`src/rtl/sparc_exu_ecc_pipe.sv`:
```
// SEC-DED ECC engine for the EXU write/read paths: generates check bits or checks
// stored ones, with one or two register stages, valid/ready flow control and CE/UE counters.
module sparc_exu_ecc_pipe #(
  parameter int DATA_W = 64,
  parameter int ECC_W  = 8,
  parameter int PIPE   = 2,
  parameter int CNT_W  = 16
) (
  input  logic              clk,
  input  logic              rst_l,
  input  logic              in_vld,
  output logic              in_rdy,
  input  logic              in_mode,
  input  logic [DATA_W-1:0] in_data,
  input  logic [ECC_W-1:0]  in_ecc,
  input  logic [ECC_W-1:0]  in_msk,
  output logic              out_vld,
  input  logic              out_rdy,
  output logic              out_mode,
  output logic [ECC_W-1:0]  out_ecc,
  output logic [ECC_W-1:0]  out_syn,
  output logic              out_ce,
  output logic              out_ue,
  input  logic              cnt_clr,
  output logic [CNT_W-1:0]  ce_cnt,
  output logic [CNT_W-1:0]  ue_cnt
);

  localparam int NB = DATA_W / 8;
  localparam int HW = ECC_W - 1;

  typedef logic [ECC_W-1:0][DATA_W-1:0] hmat_t;
  typedef logic [ECC_W-1:0][NB-1:0]     part_t;

  // Row k selects the data bits feeding check bit k; the top row folds the Hamming
  // bits into overall parity so every check bit is a plain XOR over data.
  function automatic hmat_t build_h();
    hmat_t h;
    int    pos;
    logic  par;
    h   = '0;
    pos = 0;
    for (int i = 0; i < DATA_W; i++) begin
      pos = pos + 1;
      while ((pos & (pos - 1)) == 0) pos = pos + 1;
      par = 1'b1;
      for (int k = 0; k < HW; k++) begin
        h[k][i] = pos[k];
        par     = par ^ pos[k];
      end
      h[HW][i] = par;
    end
    return h;
  endfunction

  localparam hmat_t H = build_h();

  if (PIPE != 1 && PIPE != 2) begin : g_bad_pipe
    $error("sparc_exu_ecc_pipe: PIPE must be 1 or 2");
  end
  if ((DATA_W % 8) != 0 || DATA_W < 8 || DATA_W > 120) begin : g_bad_data_w
    $error("sparc_exu_ecc_pipe: DATA_W must be a multiple of 8 in 8..120");
  end
  if ((1 << (ECC_W - 1)) < (DATA_W + ECC_W) || (1 << (ECC_W - 2)) >= (DATA_W + ECC_W - 1))
  begin : g_bad_ecc_w
    $error("sparc_exu_ecc_pipe: ECC_W is not the minimal SEC-DED width for DATA_W");
  end

  // Handshake: a stage takes a new word when it is empty or its successor is ready;
  // a word moves on a cycle where both its valid and the receiver's ready are high.
  part_t part_c;
  always_comb begin
    part_c = '0;
    for (int k = 0; k < ECC_W; k++)
      for (int b = 0; b < NB; b++)
        part_c[k][b] = ^(in_data[8*b +: 8] & H[k][8*b +: 8]);
  end

  logic             o_rdy;
  logic             f_vld, f_mode;
  logic [ECC_W-1:0] f_ecc, f_msk;
  part_t            f_part;

  assign o_rdy = !out_vld || out_rdy;

  if (PIPE == 2) begin : g_s1
    logic             s1_vld_q, s1_vld_d, s1_mode_q, s1_mode_d, s1_rdy;
    logic [ECC_W-1:0] s1_ecc_q, s1_ecc_d, s1_msk_q, s1_msk_d;
    part_t            s1_part_q, s1_part_d;

    assign s1_rdy = !s1_vld_q || o_rdy;

    always_comb begin
      s1_vld_d  = s1_vld_q;
      s1_mode_d = s1_mode_q;
      s1_ecc_d  = s1_ecc_q;
      s1_msk_d  = s1_msk_q;
      s1_part_d = s1_part_q;
      if (s1_rdy) begin
        s1_vld_d = in_vld;
        if (in_vld) begin
          s1_mode_d = in_mode;
          s1_ecc_d  = in_ecc;
          s1_msk_d  = in_msk;
          s1_part_d = part_c;
        end
      end
    end

    always_ff @(posedge clk or negedge rst_l) begin
      if (!rst_l) begin
        s1_vld_q  <= 1'b0;
        s1_mode_q <= 1'b0;
        s1_ecc_q  <= '0;
        s1_msk_q  <= '0;
        s1_part_q <= '0;
      end else begin
        s1_vld_q  <= s1_vld_d;
        s1_mode_q <= s1_mode_d;
        s1_ecc_q  <= s1_ecc_d;
        s1_msk_q  <= s1_msk_d;
        s1_part_q <= s1_part_d;
      end
    end

    assign in_rdy = s1_rdy;
    assign f_vld  = s1_vld_q;
    assign f_mode = s1_mode_q;
    assign f_ecc  = s1_ecc_q;
    assign f_msk  = s1_msk_q;
    assign f_part = s1_part_q;
  end else begin : g_s0
    assign in_rdy = o_rdy;
    assign f_vld  = in_vld;
    assign f_mode = in_mode;
    assign f_ecc  = in_ecc;
    assign f_msk  = in_msk;
    assign f_part = part_c;
  end

  logic [ECC_W-1:0] ecc_c, syn_c;
  logic             ce_c, ue_c;
  always_comb begin
    ecc_c = '0;
    for (int k = 0; k < ECC_W; k++) ecc_c[k] = ^f_part[k];
    ecc_c = ecc_c ^ f_msk;
    syn_c = f_mode ? (f_ecc ^ ecc_c) : '0;
    ce_c  = syn_c[HW];
    ue_c  = !syn_c[HW] && (syn_c[HW-1:0] != '0);
  end

  logic             out_vld_q, out_vld_d, out_mode_q, out_mode_d;
  logic             out_ce_q, out_ce_d, out_ue_q, out_ue_d;
  logic [ECC_W-1:0] out_ecc_q, out_ecc_d, out_syn_q, out_syn_d;
  logic [CNT_W-1:0] ce_cnt_q, ce_cnt_d, ue_cnt_q, ue_cnt_d;

  always_comb begin
    out_vld_d  = out_vld_q;
    out_mode_d = out_mode_q;
    out_ecc_d  = out_ecc_q;
    out_syn_d  = out_syn_q;
    out_ce_d   = out_ce_q;
    out_ue_d   = out_ue_q;
    if (o_rdy) begin
      out_vld_d = f_vld;
      if (f_vld) begin
        out_mode_d = f_mode;
        out_ecc_d  = ecc_c;
        out_syn_d  = syn_c;
        out_ce_d   = ce_c;
        out_ue_d   = ue_c;
      end
    end
  end

  // Clear beats a same-cycle increment; increments stop at all-ones.
  always_comb begin
    ce_cnt_d = ce_cnt_q;
    ue_cnt_d = ue_cnt_q;
    if (cnt_clr) begin
      ce_cnt_d = '0;
      ue_cnt_d = '0;
    end else begin
      if (out_vld_q && out_rdy && out_ce_q && ce_cnt_q != '1) ce_cnt_d = ce_cnt_q + CNT_W'(1);
      if (out_vld_q && out_rdy && out_ue_q && ue_cnt_q != '1) ue_cnt_d = ue_cnt_q + CNT_W'(1);
    end
  end

  always_ff @(posedge clk or negedge rst_l) begin
    if (!rst_l) begin
      out_vld_q  <= 1'b0;
      out_mode_q <= 1'b0;
      out_ecc_q  <= '0;
      out_syn_q  <= '0;
      out_ce_q   <= 1'b0;
      out_ue_q   <= 1'b0;
      ce_cnt_q   <= '0;
      ue_cnt_q   <= '0;
    end else begin
      out_vld_q  <= out_vld_d;
      out_mode_q <= out_mode_d;
      out_ecc_q  <= out_ecc_d;
      out_syn_q  <= out_syn_d;
      out_ce_q   <= out_ce_d;
      out_ue_q   <= out_ue_d;
      ce_cnt_q   <= ce_cnt_d;
      ue_cnt_q   <= ue_cnt_d;
    end
  end

  assign out_vld  = out_vld_q;
  assign out_mode = out_mode_q;
  assign out_ecc  = out_ecc_q;
  assign out_syn  = out_syn_q;
  assign out_ce   = out_ce_q;
  assign out_ue   = out_ue_q;
  assign ce_cnt   = ce_cnt_q;
  assign ue_cnt   = ue_cnt_q;

endmodule

```
`config.mk`:
```
export PLATFORM = sky130hd
export DESIGN_NAME = sparc_exu_ecc_pipe
export DESIGN_NICKNAME = d
export VERILOG_FILES = /design/src/rtl/sparc_exu_ecc_pipe.sv
export SDC_FILE = /design/constraint.sdc
export NUM_CORES = 1
export LEC_CHECK = 0
export ABC_AREA = 0
export CORE_ASPECT_RATIO = 1.25
export CORE_MARGIN = 5
export CORE_UTILIZATION = 42
export CTS_CLUSTER_DIAMETER = 150
export DETAILED_ROUTE_END_ITERATION = 16
export HOLD_SLACK_MARGIN = 0.02
export PLACE_DENSITY = 0.77
export SETUP_SLACK_MARGIN = 0.05
export SYNTH_ARGS = -nofsm -noshare
export SYNTH_HDL_FRONTEND = slang
export SYNTH_SLANG_ARGS = --single-unit
```
`constraint.sdc`:
```
create_clock -name clk -period 6 [get_ports clk]
set_clock_uncertainty 0.05 [all_clocks]
set_input_delay 0.9 -clock clk [delete_from_list [all_inputs] [get_ports clk]]
set_output_delay 0.9 -clock clk [all_outputs]
set_load 0.005 [all_outputs]
```
# Word level (Yosys, flattened, before mapping)
# Cells that the tools add are included.
totals:
  regBits: 122
  latchBits: 0
  ram_bits: 0
  mem_bits_ro: 0
  inputBits: 86
  out_inout_bits: 53
  n_memories: 0
op_classes:
  addsub: 2
  multipliers: 0
  div: 0
  magnitude_cmp: 0
  n_eq_ne: 2
  shifts: 0
  n_mux: 5
  bitwise_logic: 2
  reduce_logical: 72
ops:
  columns: ["operator", "n"]
  rows:
  - ["parity 8 bit", 56]
  - ["two-way mux 16 bit", 4]
  - ["adder 16 x 1 -> 16 bit (second input constant)", 2]
  - ["!= test 16 bit (second input constant)", 2]
  - ["XOR 8 bit", 2]
  - ["two-way mux 8 bit", 1]
  - ["nonzero test 7 bit", 1]
  - ["logical AND 1 bit", 6]
  - ["AND reduction 2 bit", 2]
  - ["nonzero test 2 bit", 2]
  - ["zero test 1 bit", 3]
  - ["logical OR 1 bit", 2]

# Depth between registers and ports, before layout
# Gate-level depths: netlist (run 1).
logic_depth:
  word_depth: 6
  depth_mapped: 7
  mapped_depth_nobuf: 6

# Least setup slack after synthesis (run 1)
# No wires, ideal clock.
synth_path:
  path_kind: "input to register"
  start: "input out_rdy"
  end: "register g_s1.s1_ecc_q[0], in the netlist f_ecc[0]"
  setup_ns: 0.125
  arrival_time_ns: 2.061
  path_slack_ns: 3.764
  stages: 5
  path_buffers: 2
  cell_sequence: "nand3b_1 -> nand2_1 -> clkbuf_1 -> buf_2 -> mux2_2"
synth_via:
  elab_chain_len: 3
synth_rtl:
  columns: ["element", "line", "text"]
  rows:
  - ["start: declaration", "18", "input logic out_rdy,"]
  - ["logical OR 1 bit", "84", "assign o_rdy = !out_vld || out_rdy;"]
  - ["logical OR 1 bit", "91", "assign s1_rdy = !s1_vld_q || o_rdy;"]
  - ["AND reduction 2 bit (no source line)", null, null]
  - ["end signal: assignment", "114", "s1_ecc_q <= '0;"]
  - ["end signal: assignment", "120", "s1_ecc_q <= s1_ecc_d;"]
  - ["end: declaration", "88", "logic [ECC_W-1:0] s1_ecc_q, s1_ecc_d, s1_msk_q, s1_msk_d;"]
# Every way passes these cells.
# A chain may end at the register's enable or synchronous reset.

# Final worst setup path (run 1)
layout_path:
  start: "input out_rdy"
  end: "output in_rdy"
layout_via:
  elab_chain_len: 2
layout_rtl:
  columns: ["element", "line", "text"]
  rows:
  - ["logical OR 1 bit", "84", null]
  - ["logical OR 1 bit", "91", null]
  - ["end: declaration", "12", "output logic in_rdy,"]
# Every way passes these cells.

==> results of run 1 <==
==> area by class of cell <==
cell class,count,share of cell area (%)
clock buffer,23,5.59
tap,212,3.04
sequential,117,33.5
inverter,2,0.0860
timing repair buffer,140,16.0
multi-input combinational,469,40.1
clock inverter,9,1.69
==> flip-flops by register name, summed over array words and instances (netlist names) <==
register  flops
ue_cnt       16
out_ue        1
f_mode        1
ce_cnt       16
out_vld       1
out_mode      1
out_ecc       8
f_vld         1
out_syn       8
f_ecc         8
f_msk         8
f_part       48
==> kinds of logic after synthesis <==
family	count (synthesis)	synth area share, %
xor+xnor	194	29.3
compound gates	57	4.77
buf+inv	28	1.76
flops	117	44.8
simple gates	185	13.7
fa+ha+maj	2	0.383
mux	31	5.30
==> path summary, 6_finish.rpt <==
| check | start | cells past startpoint | to |
|---|---|---|---|
| min in group asynchronous | rst_l | 1 | ce_cnt[11]$_DFFE_PN0P_ |
| worst min-delay path | out_ecc[4]$_DFFE_PN0P_ | 2 | out_ecc[4]$_DFFE_PN0P_ |
| worst max-delay path | out_rdy | 3 | in_rdy |
| worst max register to register | ce_cnt[0]$_DFFE_PN0P_ | 6 | ce_cnt[13]$_DFFE_PN0P_ |
| max in group asynchronous | rst_l | 2 | f_ecc[3]$_DFFE_PN0P_ |
| worst min register to register | out_ecc[4]$_DFFE_PN0P_ | 2 | out_ecc[4]$_DFFE_PN0P_ |
==> per-stage QoR <==
stage / instance area [um2] / utilization, % / total power, W / setup slack (ns)
after global placement: 8100 / 52.4 / 0.00225 / 2.91
after CTS: 8730 / 56.5 / 0.00337 / 2.89
final: 8730 / 56.5 / 0.00332 / 2.89
after global routing: 8730 / 56.5 / 0.00351 / 2.84
after detailed placement: 8100 / 52.4 / 0.00227 / 2.89
after floorplan: 6540 / - / 0.00187 / 3.76
==> cell usage after synthesis, drive strengths merged <==
| cell | number |
|---|---|
| o21ai | 47 |
| a31o | 1 |
| or4 | 2 |
| buf | 9 |
| inv | 2 |
| nand4 | 11 |
| nor3 | 9 |
| nor4 | 16 |
| dfrtp | 117 |
| xnor2 | 130 |
| nor3b | 2 |
| xor3 | 3 |
| xor2 | 49 |
| nand3b | 1 |
| clkbuf | 17 |
| a41o | 1 |
| or3 | 1 |
| a2111oi | 1 |
| o22ai | 2 |
| mux2 | 29 |
| nor2b | 1 |
| and2 | 3 |
| and4 | 2 |
| xnor3 | 12 |
| ha | 2 |
| nor2 | 31 |
| nand3 | 14 |
| nand2 | 85 |
| mux2i | 2 |
| o41ai | 1 |
| nand2b | 5 |
| a21oi | 4 |
| or2 | 2 |
==> critical path, delay by kind of cell <==
family	cells	cell delay, ns
simple gates	1	0.21
buf+inv	2	1.06
==> routing by layer <==
layer,GRT usage [%],share of wire (%),up-vias
li1,-,-,2324
met1,19.0,39,2175
met2,29.2,53,114
met3,4.50,6.2,11
met4,5.49,1.2,0
met5,0,0,-
==> power groups by stage <==
stage	combinational, W	sequential, W	clock, W
floorplan	0.000811	0.00106	0
global placement	0.00117	0.00107	0
detailed placement	0.00119	0.00108	0
CTS	0.00120	0.00107	0.00111
global route	0.00128	0.00109	0.00115
finish	0.00117	0.00107	0.00109
==> summary.md, run 1 <==
| Metric | Value |
|---|---|
| Status | complete, no violations |
| Hold Buf Count CTS | 0 |
| Post-synthesis instance area | 6540 um2 |
| Crit end category | primary output |
| Comb power frac | a little over a third |
| Cts bufs inserted | 17 |
| Crit share post-route | about half |
| Post-CTS sizing | 0 |
| Yosys warning count | 0 |
| Max rail drop VDD | ~280 uV |
| DR vias/cell | approximately 4.8 |
| Global-route wire length before repair | approximately 23000 um |
| Ant diodes | 0 |
| Slowest CP cell | clkdlybuf4s50_1 |
| Final Hold Fails | 0 |
| Sw Share | 29.4% |
| Clock transition at path regs | roughly 0.05 ns |
| Vias in the first global route | roughly 4.7k |
| #FFs+latches synth | roughly 120 |
| NetSw | 0.000979 W |
| Fin nets | about 840 |
| Worst path cell trace | clkdlybuf4s50_1, nand3b_1, clkdlybuf4s50_1 |
| Die area | roughly 18000 um2 |
| Pwr Density | roughly 380 nW/um2 |
| Tightest Pin Transition | 1.13 ns |
| Crit Path Max Fanout | 4 |
| GR Overflow Total | 0 |
| Share of the synthesized area in the top cell type | between 40 and 50% |
| Via count | about 4.6k |
| I/O Buffers | 138 |
| Multi-input logic area | around 3500 um2 |
| I/O pins | 139 |
| Syn nets | about 700 |
| Initial antenna violation count | 0 |
| Synth-to-Final Area Change | 33.6% |
| DIE WIDTH | ~120 um |
| Reg power frac | around a third |
| Slew margin rel. | roughly 24% |
| Most frequent cells in the layout | 137 x clkdlybuf4s50_1, 129 x xnor2_1, 117 x dfrtp_1 |
| Row Count | 51 |
| Max-slew violation count | 0 |
| Die H | roughly 150 um |
| DR pass1 iterations | 4 |
| Setup CP Type | input pin to primary output |
| Clock sink count | about 120 |
| Clock power share | about a third |
| Initial DRC Count | roughly 370 |
| Final Non-Filler Cells | between 900 and 1k |
| Cell count after synthesis | roughly 610 |
| Worst hold margin | around 0.4 ns |
| DR WL/cell | roughly 15 um |
| Fmax | about 0.32 GHz |
| Layout cells sized above 1 | around a tenth |
| Core area | 15400 um2 |
| Fillers | around 1.4k |
| Detailed placer's ending HPWL | 10900 um |
| Initial core utilization | ~42% |
| RSZ-0062 raised after global routing | no |
| Clock Tree Buf Depth | 2 |
| Worst path required time | between 5 and 6 ns |
| Tot GR Track Use | between 10% and 20% |
| Root Buffer Master | clkbuf_16 |
| Post-route setup TNS | 0 ns |
| CP Launch Type | input pin |
| Reg area | 2930 um2 |
| CTS tree | built |
| CP dominant cell by count | clkdlybuf4s50_1 |
| Routed Antenna Nets | 0 |
| Final wirelength | 14300 um |
| Max-Cap Viols | 0 |
| Synth area leader | dfrtp_1 |
| Internal power | ~0.0023 W |
| Final min period | roughly 3.1 ns |
| Placer Congestion | about 0.85 |
| Leak | between 3 and 4 nW |
| Placed cell count | 940 |
| Commonest non-fill, non-tap cell in the layout | clkdlybuf4s50_1 |
| Post-CTS setup buffer count | 0 |
| Min-delay worst type | flop to flop |
| H-tree levels | 4 |
| # DRC | 0 |
| Synth cell types | 39 |
| Worst-skew pair later-pin latency | 0.41 ns |
| Synth top area cells | dfrtp_1 45%, xnor2_1 17%, xor2_1 6.6% |
| Slowest Stage Delay on Critical Path | between 0.5 and 0.6 ns |
| Syn Area/Cell | roughly 11 um2 |
| Seq/Total Area, Yosys | between 40% and 50% |
| R2R Setup Slk | 3.60 ns |
| Setup violators final | 0 |
| Largest net degree at the start of global routing | a little over 100 |
| CP Data Arrival Time | between 2 and 2.5 ns |
Power figures use the tool's default switching activity.
==> run 2: changes to the inputs <==
--- a/config.mk
+++ b/config.mk
@@ -12,7 +12,7 @@
 export CTS_CLUSTER_DIAMETER = 150
 export DETAILED_ROUTE_END_ITERATION = 16
 export HOLD_SLACK_MARGIN = 0.02
-export PLACE_DENSITY = 0.77
+export PLACE_DENSITY = 0.8
 export SETUP_SLACK_MARGIN = 0.05
 export SYNTH_ARGS = -nofsm -noshare
 export SYNTH_HDL_FRONTEND = slang
==> constraint.sdc (replaced) <==
create_clock -name clk -period 2.6 [get_ports clk]
set_clock_uncertainty 0.05 [all_clocks]
set_input_delay 0.39 -clock clk [delete_from_list [all_inputs] [get_ports clk]]
set_output_delay 0.39 -clock clk [all_outputs]
set_load 0.005 [all_outputs]
==> run 2 against run 1 <==
Net effect: final area grew 0.92%; clock power is 110% higher; largest power group unchanged; non-clock buffer count up 13; total power up 130%; critical path depth rose by 2; die area stayed put; register-to-register slack got worse by 3.2 ns; combinational power grew 140%; largest cell class unchanged; count of clock-buffer cells in the layout decreased by 5; global-route usage grew 0.57 points; sequential share of layout area is 0.30 points lower.
==> summary.md, run 2 (synthesized netlist as in run 1, its figures left out) <==
| Metric | Value |
|---|---|
| Status | complete, no violations (unchanged) |
| Ant diodes | 0 (unchanged) |
| Max rail drop VDD | 529 uV (was 276 uV) |
| R2R depth | 5 (was 6) |
| Vias in the first global route | 4847 (was 4667) |
| Largest net degree at the start of global routing | 50 (was 103) |
| Via count | 4761 (was 4624) |
| H-tree levels | 4 (unchanged) |
| Die area | 18200 um2 (unchanged) |
| R2R Path End | out_ue$_DFFE_PN0P_ (was ce_cnt[13]$_DFFE_PN0P_) |
| Initial DRC Count | 367 (was 366) |
| Final Non-Filler Cells | 985 (was 972) |
| Routed Antenna Nets | 0 (unchanged) |
| Final min period | approximately 2.2 ns |
| R2R Setup Slk | 0.42 ns (was 3.60 ns) |
| CTS tree | built (unchanged) |
| Final Hold Fails | 0 (unchanged) |
| Max-slew violation count | 0 (unchanged) |
| Slew margin rel. | 63.5% (was 24.2%) |
| Cts bufs inserted | 17 (unchanged) |
| Fmax | about 0.46 GHz |
| Min-delay worst type | flop to flop (unchanged) |
| Tot Pwr | 0.00756 W (was 0.00332 W) |
| I/O Buffers | 138 (unchanged) |
| I/O pins | 139 (unchanged) |
| Setup violators final | 0 (unchanged) |
| Tot GR Track Use | 17.0% (was 16.4%) |
| Clock sink count | 117 (unchanged) |
| CP Data Arrival Time | 2.40 ns (was 2.16 ns) |
| WHS Path Cells | 2 (unchanged) |
| Reg2reg start | f_part[18]$_DFFE_PN0P_ (was ce_cnt[0]$_DFFE_PN0P_) |
| Leak | 3.59 nW (was 3.55 nW) |
| Post-Route Utilization | 57.1% (was 56.5%) |
| Row Count | 51 (unchanged) |
| Clock transition at path regs | 0.05 ns (about the same) |
| Final wirelength | 14900 um (was 14300 um) |
| Fin nets | 848 (was 835) |
| Placed cell count | 952 (was 940) |
| Max reg flops | 48 (unchanged) |
| DR WL/cell | 15.1 um (was 14.7 um) |
| Die H | 149 um (unchanged) |
| Global-route wire length before repair | 24000 um (was 23100 um) |
| Worst Hold End | out_syn[0]$_DFFE_PN0P_ (was out_ecc[4]$_DFFE_PN0P_) |
| Crit Path Max Fanout | 2 (was 4) |
| Hold Path Origin | out_syn[0]$_DFFE_PN0P_ (was out_ecc[4]$_DFFE_PN0P_) |
| Initial antenna violation count | 0 (unchanged) |
| RSZ-0062 raised after global routing | no (unchanged) |
| Worst-skew pair later-pin latency | 0.41 ns (about the same) |
| Clock Tree Buf Depth | 2 (unchanged) |
| Root Buffer Master | clkbuf_16 (unchanged) |
| Synth-to-Final Area Change | 34.8% (was 33.6%) |
| DR vias/cell | 4.83 (was 4.76) |
| Crit share post-route | between 80% and 90% |
| Core area | 15400 um2 (unchanged) |
| CP Launch Type | flop (was input pin) |
| Worst path required time | 2.83 ns (was 5.05 ns) |
| Commonest non-fill, non-tap cell in the layout | clkdlybuf4s50_1 (unchanged) |
| Detailed placer's ending HPWL | 11400 um (was 10900 um) |
| Post-route setup TNS | 0 ns (unchanged) |
| Layout cells sized above 1 | 11.0% (was 9.47%) |
| Crit end category | flop (was primary output) |
| # DRC | 0 (unchanged) |
| Setup CP Type | flop to flop (was input pin to primary output) |
| Placer Congestion | 0.860 (was 0.854) |
| Pwr Density | 858 nW/um2 (was 381 nW/um2) |
| Tightest Pin Transition | 0.545 ns (was 1.13 ns) |
| GR Overflow Total | 0 (unchanged) |
| Max-Cap Viols | 0 (unchanged) |
| Most frequent cells in the layout | 137 x clkdlybuf4s50_1, 129 x xnor2_1, 117 x dfrtp_1 (unchanged) |
| Critical Path Start | f_part[18]$_DFFE_PN0P_ (was out_rdy) |
| Initial core utilization | 42.3% (unchanged) |
| DIE WIDTH | 122 um (unchanged) |
| DR pass1 iterations | 4 (unchanged) |
| Post-CTS sizing | 0 (unchanged) |
run 2: cell count changes in the layout (fill, tap and decap cells not counted), moves of 2 or more:
cell / delta
buf_12: +2
buf_4: +10
clkinvlp_4: +4
clkbuf_8: -4
run 2: worst max-delay path: stages, from the launching register on:
cell	delay (ns)
dfrtp_1	0.40
xnor2_1	0.20
xnor3_1	0.49
xor3_1	0.43
o41ai_2	0.37
a21oi_1	0.11
run 2: layout make-up:
| class | instances | area (um2) |
|---|---|---|
| inverters | 2 | 7.51 |
| fillers | 1310 | 6630 |
| clock inverters | 14 | 161 |
| clock buffers | 18 | 429 |
| flip-flops and latches | 117 | 2930 |
| well taps | 212 | 265 |
| multi-input cells | 469 | 3500 |
| repair buffers | 153 | 1520 |
run 2: stage by stage:
| step | setup slack, ns | area [um2] | hold slack (ns) |
|---|---|---|---|
| final | 0.425 | 8810 | 0.425 |
| after global routing | 0.376 | 8810 | 0.444 |
| after CTS | 0.409 | 8810 | 0.430 |
| after detailed placement | 0.445 | 8210 | 0.349 |
| after global placement | 0.417 | 8210 | 0.351 |
| after floorplan | 0.677 | 6540 | 0.0444 |
run 2: worst max path at each step:
stage	cells after the start	end
floorplan	5	out_ue$_DFFE_PN0P_
global placement	5	out_ue$_DFFE_PN0P_
detailed placement	5	out_ue$_DFFE_PN0P_
CTS	5	out_ue$_DFFE_PN0P_
global route	5	out_ue$_DFFE_PN0P_
finish	5	out_ue$_DFFE_PN0P_
run 2: timing repair:
item	in CTS	in global routing
hold buffers	1	0
endpoints found under the hold margin	38	0
setup endpoints to repair	0	0
setup buffers	0	0
run 2: metal layers:
| metal | GRT usage, % | vias to the layer above | routed length, um |
|---|---|---|---|
| met5 | 0 | - | 0 |
| met2 | 30.2 | 124 | 7830 |
| li1 | - | 2351 | - |
| met1 | 19.8 | 2263 | 5970 |
| met4 | 6.45 | 0 | 273 |
| met3 | 3.78 | 23 | 777 |
run 2: where the power goes:
group          switching (W)  leakage [nW]  internal [W]  total, W
Combinational        0.00121          1.84       0.00155   0.00276
Clock               0.000833         0.277       0.00150   0.00233
Sequential          0.000280          1.47       0.00219   0.00247
Total                0.00233          3.59       0.00524   0.00756
==> run 3: changes to the inputs <==
--- a/config.mk
+++ b/config.mk
@@ -12,7 +12,7 @@
 export CTS_CLUSTER_DIAMETER = 150
 export DETAILED_ROUTE_END_ITERATION = 16
 export HOLD_SLACK_MARGIN = 0.02
-export PLACE_DENSITY = 0.8
+export PLACE_DENSITY = 0.77
 export SETUP_SLACK_MARGIN = 0.05
 export SYNTH_ARGS = -nofsm -noshare
 export SYNTH_HDL_FRONTEND = slang
==> constraint.sdc (replaced) <==
create_clock -name clk -period 2.1 [get_ports clk]
set_clock_uncertainty 0.05 [all_clocks]
set_input_delay 0.315 -clock clk [delete_from_list [all_inputs] [get_ports clk]]
set_output_delay 0.315 -clock clk [all_outputs]
set_load 0.005 [all_outputs]
==> run 3 against run 2 <==
Net effect: final area is 3.0% higher; first-iteration DRC count is 4.1% higher; via count is 2.8% higher; clock power is 36% higher; sequential power is 24% higher; cell count is 1.7% higher; count of clock-buffer cells in the layout is 1 higher; critical path depth is 3 lower; sequential share of layout area is 0.96 points lower; worst setup slack worse by 0.30 ns.
==> summary.md, run 3 (synthesized netlist as in run 1, its figures left out) <==
| Metric | Value |
|---|---|
| Layout cells sized above 1 | 13.7% (was 11.0%) |
| Placer Congestion | 0.899 (was 0.860) |
| Fillers | 1324 (was 1310) |
| Clock transition at path regs | 0.06 ns (was 0.05 ns) |
| CP Capture Point | in_rdy (was out_ue$_DFFE_PN0P_) |
| Pwr Density | 1080 nW/um2 (was 858 nW/um2) |
| Slowest CP cell | clkdlybuf4s50_1 (was xnor3_1) |
| Fmax | roughly 0.51 GHz |
| Clock sink count | 117 (unchanged) |
| Vias in the first global route | 4912 (was 4847) |
| Post-Route Utilization | 58.8% (was 57.1%) |
| Most frequent cells in the layout | 137 x clkdlybuf4s50_1, 126 x xnor2_1, 117 x dfrtp_1 (was 137 x clkdlybuf4s50_1, 129 x xnor2_1, 117 x dfrtp_1) |
| I/O pins | 139 (unchanged) |
| DR vias/cell | 4.89 (was 4.83) |
| Max rail drop VDD | 591 uV (was 529 uV) |
| Max-Cap Viols | 0 (unchanged) |
| Final wirelength | 15300 um (was 14900 um) |
| R2R depth | 5 (unchanged) |
| Crit Path Max Fanout | 5 (was 2) |
| Critical Path Start | out_vld$_DFFE_PN0P_ (was f_part[18]$_DFFE_PN0P_) |
| Cts bufs inserted | 17 (unchanged) |
| Global-route wire length before repair | 24700 um (was 24000 um) |
| Initial antenna violation count | 0 (unchanged) |
| Max reg flops | 48 (unchanged) |
| Final Hold Fails | 0 (unchanged) |
| Commonest non-fill, non-tap cell in the layout | clkdlybuf4s50_1 (unchanged) |
| Final instance area | 9070 um2 (was 8810 um2) |
| Root Buffer Master | clkbuf_16 (unchanged) |
| Status | complete, no violations (unchanged) |
| H-tree levels | 4 (unchanged) |
| I/O Buffers | 138 (unchanged) |
| Initial core utilization | 42.3% (unchanged) |
| Max-slew violation count | 0 (unchanged) |
| Initial DRC Count | 382 (was 367) |
| R2R Path End | out_ue$_DFFE_PN0P_ (unchanged) |
| DR pass1 iterations | 4 (unchanged) |
| Final min period | slightly below 2 ns |
| Placed Area | 8330 um2 (was 8210 um2) |
| Min-delay worst type | input pin to async pin (was flop to flop) |
| Crit share post-route | 94.2% |
| Ant diodes | 0 (unchanged) |
| Reg area | 2930 um2 (unchanged) |
| Crit end category | primary output (was flop) |
| Clock Tree Buf Depth | 2 (unchanged) |
| GR Overflow Total | 0 (unchanged) |
| Multi-input logic area | 3550 um2 (was 3500 um2) |
| Die H | 149 um (unchanged) |
| CP Launch Type | flop (unchanged) |
| Row Count | 51 (unchanged) |
| Largest net degree at the start of global routing | 44 (was 50) |
| Synth-to-Final Area Change | 38.8% (was 34.8%) |
| DR WL/cell | 15.3 um (was 15.1 um) |
| Tot GR Track Use | 17.5% (was 17.0%) |
| Leak | 3.74 nW (was 3.59 nW) |
| Worst hold margin | 0.361 ns (was 0.425 ns) |
| Worst-skew pair later-pin latency | 0.41 ns (about the same) |
| RSZ-0062 raised after global routing | yes (was no) |
| Setup violators final | 0 (unchanged) |
| Worst path required time | 1.74 ns (was 2.83 ns) |
| Tightest Pin Transition | 0.492 ns (was 0.545 ns) |
| CTS tree | built (unchanged) |
| Setup CP Type | flop to primary output (was flop to flop) |
| Worst path cell trace | nand3b_1, clkdlybuf4s50_1 (was xnor2_1, xnor3_1, xor3_1, o41ai_2, a21oi_1) |
| Via count | 4895 (was 4761) |
| Die area | 18200 um2 (unchanged) |
| Slew margin rel. | 67.2% (was 63.5%) |
| # DRC | 0 (unchanged) |
| Post-route setup TNS | 0 ns (unchanged) |
| DIE WIDTH | 122 um (unchanged) |
| R2R Setup Slk | 0.14 ns (was 0.42 ns) |
| Core area | 15400 um2 (unchanged) |
| Detailed placer's ending HPWL | 11800 um (was 11400 um) |
| Fin nets | 865 (was 848) |
| Slowest Stage Delay on Critical Path | 0.55 ns (was 0.49 ns) |
| CP Data Arrival Time | 1.61 ns (was 2.40 ns) |
| Routed Antenna Nets | 0 (unchanged) |
| Reg2reg start | f_part[14]$_DFFE_PN0P_ (was f_part[18]$_DFFE_PN0P_) |
## run 3: layer usage
metal | share of wire (%) | global-route usage, % | vias to the layer above
li1 | - | - | 2389
met4 | 2.3 | 7.06 | 0
met1 | 39 | 20.4 | 2326
met5 | 0 | 0 | -
met3 | 5.7 | 3.86 | 25
met2 | 53 | 31.0 | 155
## run 3: power breakdown
part | internal [W] | leakage (nW) | switching (W)
registers | 0.00271 | 1.47 | 0.000355
clock network | 0.00213 | 0.309 | 0.00104
logic | 0.00201 | 1.96 | 0.00154
total | 0.00685 | 3.74 | 0.00293
## run 3: final cells by class
| cell class | count | area share (%) |
|---|---|---|
| repair buffers | 170 | 18.5 |
| clock buffers | 19 | 4.88 |
| clock inverters | 13 | 2.26 |
| multi-input cells | 469 | 39.1 |
| flip-flops and latches | 117 | 32.3 |
| inverters | 2 | 0.0827 |
| well taps | 212 | 2.92 |
## run 3: worst min path at each step
| stage | to | depth (start not counted) |
|---|---|---|
| 2_1_floorplan | ce_cnt[0]$_DFFE_PN0P_ | 0 |
| 3_3_place_gp | ce_cnt[7]$_DFFE_PN0P_ | 1 |
| 3_5_place_dp | ce_cnt[7]$_DFFE_PN0P_ | 1 |
| 4_1_cts | ce_cnt[7]$_DFFE_PN0P_ | 2 |
| 5_1_grt | ce_cnt[7]$_DFFE_PN0P_ | 2 |
| 6_report | ce_cnt[7]$_DFFE_PN0P_ | 2 |
## run 3: worst max-delay path, delay by kind of cell (launching register included)
family	cells	cell delay, ns
simple gates	1	0.23
flops	1	0.43
buf+inv	1	0.55
## run 3: stage by stage
stage	setup WS, ns	cells	total power, W
floorplan	0.177	614	0.00533
global placement	0.0828	965	0.00649
detailed placement	0.0387	965	0.00657
CTS	0.0765	999	0.00982
global route	0.0147	1002	0.0103
finish	0.122	1002	0.00978
## run 3: timing repair
action                                  CTS  global route
endpoints found under the hold margin    31             0
hold buffers                              1             0
endpoints found under the setup margin    1             3
buffers inserted                          1             2
pin swaps                                 2             2
gates resized for setup                   1             8
gates cloned                              0             1
